$ cat src/rtl/alu_cc_stage.sv
// alu_cc_stage: single-register ALU execute stage with a condition-code register and a
// valid/ready handshake. Rev 1.0
`default_nettype none

module alu_cc_stage #(
  parameter int WIDTH = 64
) (
  input  logic             clk,
  input  logic             rst_n,
  input  logic             in_valid,
  output logic             in_ready,
  input  logic [1:0]       alu_fun,
  input  logic [WIDTH-1:0] a,
  input  logic [WIDTH-1:0] b,
  input  logic             set_cc,
  input  logic [2:0]       cond_fun,
  output logic             out_valid,
  input  logic             out_ready,
  output logic [WIDTH-1:0] val_e,
  output logic             cnd,
  output logic             cc_zf,
  output logic             cc_sf,
  output logic             cc_of
);

  localparam int MSB = WIDTH - 1;

  localparam logic [1:0] ALU_ADD = 2'd0;
  localparam logic [1:0] ALU_SUB = 2'd1;
  localparam logic [1:0] ALU_AND = 2'd2;
  localparam logic [1:0] ALU_XOR = 2'd3;

  localparam logic [2:0] C_ALWAYS = 3'd0;
  localparam logic [2:0] C_LE     = 3'd1;
  localparam logic [2:0] C_L      = 3'd2;
  localparam logic [2:0] C_E      = 3'd3;
  localparam logic [2:0] C_NE     = 3'd4;
  localparam logic [2:0] C_GE     = 3'd5;
  localparam logic [2:0] C_G      = 3'd6;

  logic             out_valid_q;
  logic [WIDTH-1:0] val_e_q;
  logic             cnd_q;
  logic             cc_zf_q, cc_sf_q, cc_of_q;

  logic [WIDTH-1:0] res_d;
  logic             of_d, zf_d, sf_d;
  logic             cnd_d;
  logic             lt;
  logic             accept;

  assign in_ready = !out_valid_q || out_ready;
  assign accept   = in_valid && in_ready;

  always_comb begin
    res_d = '0;
    of_d  = 1'b0;
    case (alu_fun)
      ALU_ADD: begin
        res_d = b + a;
        of_d  = (a[MSB] == b[MSB]) && (res_d[MSB] != a[MSB]);
      end
      ALU_SUB: begin
        res_d = b - a;
        of_d  = (a[MSB] != b[MSB]) && (res_d[MSB] != b[MSB]);
      end
      ALU_AND: res_d = b & a;
      ALU_XOR: res_d = b ^ a;
      default: res_d = '0;
    endcase
    zf_d = (res_d == '0);
    sf_d = res_d[MSB];
  end

  // Condition looks at the CC register as it stood before this operation.
  always_comb begin
    lt    = cc_sf_q ^ cc_of_q;
    cnd_d = 1'b0;
    case (cond_fun)
      C_ALWAYS: cnd_d = 1'b1;
      C_LE:     cnd_d = lt | cc_zf_q;
      C_L:      cnd_d = lt;
      C_E:      cnd_d = cc_zf_q;
      C_NE:     cnd_d = !cc_zf_q;
      C_GE:     cnd_d = !lt;
      C_G:      cnd_d = !lt && !cc_zf_q;
      default:  cnd_d = 1'b0;
    endcase
  end

  always_ff @(posedge clk or negedge rst_n) begin
    if (!rst_n) begin
      out_valid_q <= 1'b0;
      val_e_q     <= '0;
      cnd_q       <= 1'b0;
      cc_zf_q     <= 1'b1;
      cc_sf_q     <= 1'b0;
      cc_of_q     <= 1'b0;
    end else if (accept) begin
      out_valid_q <= 1'b1;
      val_e_q     <= res_d;
      cnd_q       <= cnd_d;
      if (set_cc) begin
        cc_zf_q <= zf_d;
        cc_sf_q <= sf_d;
        cc_of_q <= of_d;
      end
    end else if (out_ready) begin
      out_valid_q <= 1'b0;
    end
  end

  assign out_valid = out_valid_q;
  assign val_e     = val_e_q;
  assign cnd       = cnd_q;
  assign cc_zf     = cc_zf_q;
  assign cc_sf     = cc_sf_q;
  assign cc_of     = cc_of_q;

endmodule

`default_nettype wire

$ cat config.mk
export PLATFORM = sky130hd
export DESIGN_NAME = alu_cc_stage
export DESIGN_NICKNAME = d
export VERILOG_FILES = /design/src/rtl/alu_cc_stage.sv
export SDC_FILE = /design/constraint.sdc
export NUM_CORES = 1
export LEC_CHECK = 0
export BUFFER_PORTS_ARGS = -buffer_cell sky130_fd_sc_hd__buf_2
export CORE_MARGIN = 1.5
export CORE_UTILIZATION = 30
export DETAILED_ROUTE_END_ITERATION = 8
export SKIP_LAST_GASP = 1
export SYNTH_ARGS = -nofsm -noshare
export SYNTH_HDL_FRONTEND = slang
export SYNTH_SLANG_ARGS = --single-unit
$ cat constraint.sdc
create_clock -name clk -period 2.3 [get_ports clk]
set_input_delay 0.69 -clock clk [delete_from_list [all_inputs] [get_ports clk]]
set_output_delay 0.69 -clock clk [all_outputs]
set_load 0.01 [all_outputs]
==> impl_summary.txt <==
----------------------------------------------------
[Placed design]
  Final GP Congestion ... a little over 1
  Port bufs ... roughly 210
  Setup WS pre-CTS ... -2.61 ns
  DP Wirelength ... approximately 58 mm

[Final layout]
  Fraction of final layout cells sized beyond drive strength 1 ... 0.543
  Final Util ... 0.564
  Multi-input combinational cell area ... 13100 um2
  Most common cell after layout, fill and taps aside ... sky130_fd_sc_hd__buf_4
  Commonest cells after routing, fill and taps aside ... sky130_fd_sc_hd__buf_4 (756), sky130_fd_sc_hd__buf_2 (183), sky130_fd_sc_hd__nand2_1 (161)
  Diode count ... 0
  Fin nets ... 3070
  Area used by sequential logic in the layout ... 1730 um2
  Synthesis-to-finish area growth ... 85.0%
  Fill cells ... 4011

[Routing]
  Avg Vias per Cell ... 5.48
  Number of remaining DRC errors ... 0
  Routed vias ... between 15k and 20k
  First-pass iteration count of the detailed router ... 8
  Routed WL ... a little over 70 mm
  Antenna-violating nets left ... 0
  DRC marker count from the first detailed-route iteration ... approximately 1.5k
  Average wire per standard cell ... 20.8 um

[Critical path]
  CP Data Arrival Time ... about 4.5 ns
  Type of the worst setup path ... in -> reg
  Category of the worst setup path launch point ... primary input
  Reg-to-reg startpoint ... out_valid$_DFFE_PN0P_
  Highest fanout seen on the critical path ... 3
  Critical Path Sink Type ... register
  Worst flop-to-flop path endpoint ... cc_zf$_DFFE_PN1P_
  Cell count of the worst reg-to-reg path ... 11
  Reg-to-reg slack, setup ... -0.48 ns
  CP Data Required Time ... 2.55 ns

[Yosys]
  Number of flip-flops and latches in the synthesized netlist ... 69
  EDFF count, synth ... 0
  Seq/Total Area, Yosys ... 0.131
  Distinct cell type count after synthesis ... 104
  Instance count of the mapped netlist ... roughly 1.9k
  Post-Syn Area ... 13200 um2
  Number of warnings reported in the yosys synthesis log ... 0
  Main flop type after synthesis ... sky130_fd_sc_hd__dfrtp_1
  Share of async-settable or async-resettable flops after synthesis ... 1.00
  Average cell area after synthesis ... 7.08 um2
  Total nets after synthesis ... 2130

[Clocking]
  Number of buffers between clock root and the deepest sink ... 2
  Clock network latency to the later pin of the worst-skew pair ... 0.34 ns
  Maximum level of the CTS H-tree ... 3
  Sink count of the clock tree ... 69
  Number of CTS-inserted buffers ... 9
  Clock Root Buffer ... sky130_fd_sc_hd__clkbuf_16
  Clock input transition at the sequential cells of the worst setup and hold paths ... approximately 0.060 ns
  Clock tree from TritonCTS ... done

[Floorplanning]
  Overall die area ... about 45000 um2
  Die Ht ... 213 um
  Die boundary width ... between 200 and 250 um
  Core Region ... 43300 um2
  Starting Density ... 0.305
  Row cnt ... 76
  Top-Level Pins ... roughly 210

[Timing]
  Setup repair after global routing missed its margin ... yes
  Worst hold slack across all endpoints ... roughly 0.34 ns
  Largest clock skew in the final design ... 0.00647 ns
  Final count of pins violating max slew ... 0
  Final setup violation count ... 63
  Max Clock Freq ... roughly 230 MHz
  Max transition margin ... 0.528
  Total count of hold-check failures in the final report ... 0
  Least-Margin Pin Slew ... 0.701 ns
  Smallest setup slack after layout ... -1.97 ns
  Shortest period the worst path allows ... 4.27 ns
  Final period util ... 1.86

[Pwr]
  VDD IR max ... 410 uV
  Cell-internal power ... 6.02 mW
  Comb pwr share ... 0.692
  Net switching fraction of the power ... 0.432
  Total power density per cell area ... 434 nW/um2
  Clock share of power ... 0.148
  P_leak ... between 10 and 15 nW
  Psw ... 4.58 mW
  Fraction of power consumed by sequential logic ... 0.159

[Global routing]
  Initial antenna violation count ... 0
  First-pass GRT wire length ... 107 mm
  Global-route congestion overflow total ... 0
  Largest net degree at the start of global routing ... 44
  GRT Util Overall ... 0.304
  Number of global-route vias before repair ... approximately 18k

[Status]
  Violated checks ... setup timing
  Status ... complete, but fails checks

[Worst hold path]
  Class of the most critical hold timing path ... in -> async

[Job]
  Max-cap violations ... 0

----------------------------------------------------
stage by stage:
step	TNS, ns	area [um2]	total power, mW	instances
after detailed placement	-90.68	21700	8.04	3314
final	-61.07	24400	10.6	3393
after global routing	-67.44	24400	11.2	3393
after global placement	-88.86	21700	7.96	3314
after CTS	-57.72	23500	10.2	3373
after floorplan	-34.13	14700	4.82	1863
critical path, cell delays in order:
cell,delay (ns)
sky130_fd_sc_hd__buf_8,0.09
sky130_fd_sc_hd__inv_8,0.03
sky130_fd_sc_hd__ha_4,0.16
sky130_fd_sc_hd__fa_2,0.40
sky130_fd_sc_hd__and2b_2,0.27
sky130_fd_sc_hd__buf_6,0.10
sky130_fd_sc_hd__o2111a_1,0.22
sky130_fd_sc_hd__o211ai_1,0.09
sky130_fd_sc_hd__buf_4,0.18
sky130_fd_sc_hd__a21oi_4,0.16
sky130_fd_sc_hd__o2111a_2,0.26
sky130_fd_sc_hd__nor2_4,0.06
sky130_fd_sc_hd__o41ai_4,0.32
sky130_fd_sc_hd__and4bb_1,0.27
sky130_fd_sc_hd__mux2i_1,0.09
sky130_fd_sc_hd__a2111oi_2,0.27
sky130_fd_sc_hd__o2111ai_1,0.15
sky130_fd_sc_hd__or4_1,0.45
sky130_fd_sc_hd__o31ai_2,0.25
power by group through the flow:
stage / Clock, mW / Sequential (mW) / Combinational (mW)
after floorplan: 0 / 1.76 / 3.06
after global placement: 0 / 1.68 / 6.27
after detailed placement: 0 / 1.70 / 6.35
after CTS: 1.60 / 1.68 / 6.89
after global routing: 1.66 / 1.71 / 7.81
final: 1.57 / 1.69 / 7.34
sequential cells by signal, indices dropped and copies added, names as in the netlist:
signal,flops
cc_sf,1
cc_zf,1
cc_of,1
val_e,64
out_valid,1
cnd,1
area by class of cell:
class | instances | area share
clock inverter | 6 | 0.00384
clock buffer | 10 | 0.00979
sequential | 69 | 0.0708
tap | 585 | 0.0300
inverter | 122 | 0.0227
timing repair buffer | 1045 | 0.327
multi-input combinational | 1556 | 0.536
worst max path at each step:
stage | start | slack [ns] | endpoint
floorplan | b[0] | -1.79 | cc_zf$_DFFE_PN1P_
global placement | b[0] | -2.57 | cc_zf$_DFFE_PN1P_
detailed placement | b[0] | -2.61 | cc_zf$_DFFE_PN1P_
CTS | b[0] | -1.93 | cc_zf$_DFFE_PN1P_
global route | b[0] | -2.19 | cc_zf$_DFFE_PN1P_
finish | b[0] | -1.97 | cc_zf$_DFFE_PN1P_
timing repair:
| item | 4_1_cts | 5_1_grt |
|---|---|---|
| setup endpoints to repair | 63 | 64 |
| cloned | 0 | 2 |
| hold buffers | 0 | 0 |
| buffers inserted | 58 | 40 |
| pin swaps | 109 | 101 |
| gates resized for setup | 245 | 163 |
kinds of logic (layout without fill, tap and decap cells):
| family | Yosys count | in the layout | share of synthesized area |
|---|---|---|---|
| compound gates | 679 | 679 | 0.338 |
| xor+xnor | 44 | 44 | 0.0292 |
| fa+ha+maj | 129 | 129 | 0.123 |
| buf+inv | 238 | 1183 | 0.0826 |
| flops | 69 | 69 | 0.131 |
| mux | 75 | 75 | 0.0605 |
| simple gates | 629 | 629 | 0.236 |
metal layers:
metal,part of all wire,GRT usage,vias to the layer above
met5,0,0,-
met4,0.034,0.0922,0
met3,0.062,0.0349,143
met2,0.46,0.504,684
met1,0.44,0.411,8966
li1,-,-,8815
synthesized netlist by cell type, types with 12 or more instances:
cell type                  instances  area (um2)
sky130_fd_sc_hd__o211ai_1         21         158
sky130_fd_sc_hd__o21ai_0         135         676
sky130_fd_sc_hd__nand4_1          36         225
sky130_fd_sc_hd__nor2b_1          24         150
sky130_fd_sc_hd__and3_1           15        93.8
sky130_fd_sc_hd__a21oi_1         205        1030
sky130_fd_sc_hd__o31a_1           14         123
sky130_fd_sc_hd__buf_4            13        97.6
sky130_fd_sc_hd__a21o_1           22         165
sky130_fd_sc_hd__o21bai_1         24         180
sky130_fd_sc_hd__dfrtp_1          68        1700
sky130_fd_sc_hd__nand3_1          42         210
sky130_fd_sc_hd__ha_1            127        1590
sky130_fd_sc_hd__o22ai_1          12        75.1
sky130_fd_sc_hd__a31oi_1          28         175
sky130_fd_sc_hd__buf_6            14         158
sky130_fd_sc_hd__mux2_2           37         417
sky130_fd_sc_hd__o21a_1           14         105
sky130_fd_sc_hd__or3_1            12        75.1
sky130_fd_sc_hd__nand2_1         178         668
sky130_fd_sc_hd__xnor2_1          40         350
sky130_fd_sc_hd__nor2_1          169         634
sky130_fd_sc_hd__clkbuf_1         52         195
sky130_fd_sc_hd__nand2b_1         14        87.6
sky130_fd_sc_hd__a211oi_1         29         218
sky130_fd_sc_hd__buf_2            25         125
sky130_fd_sc_hd__mux2i_1          37         370
sky130_fd_sc_hd__o31ai_1          36         270
sky130_fd_sc_hd__nor3_1           34         170
sky130_fd_sc_hd__o21ai_1          17        85.1
sky130_fd_sc_hd__nor4_1           50         313
sky130_fd_sc_hd__inv_1           111         417
Note: power is estimated with default switching activity, not from simulation.
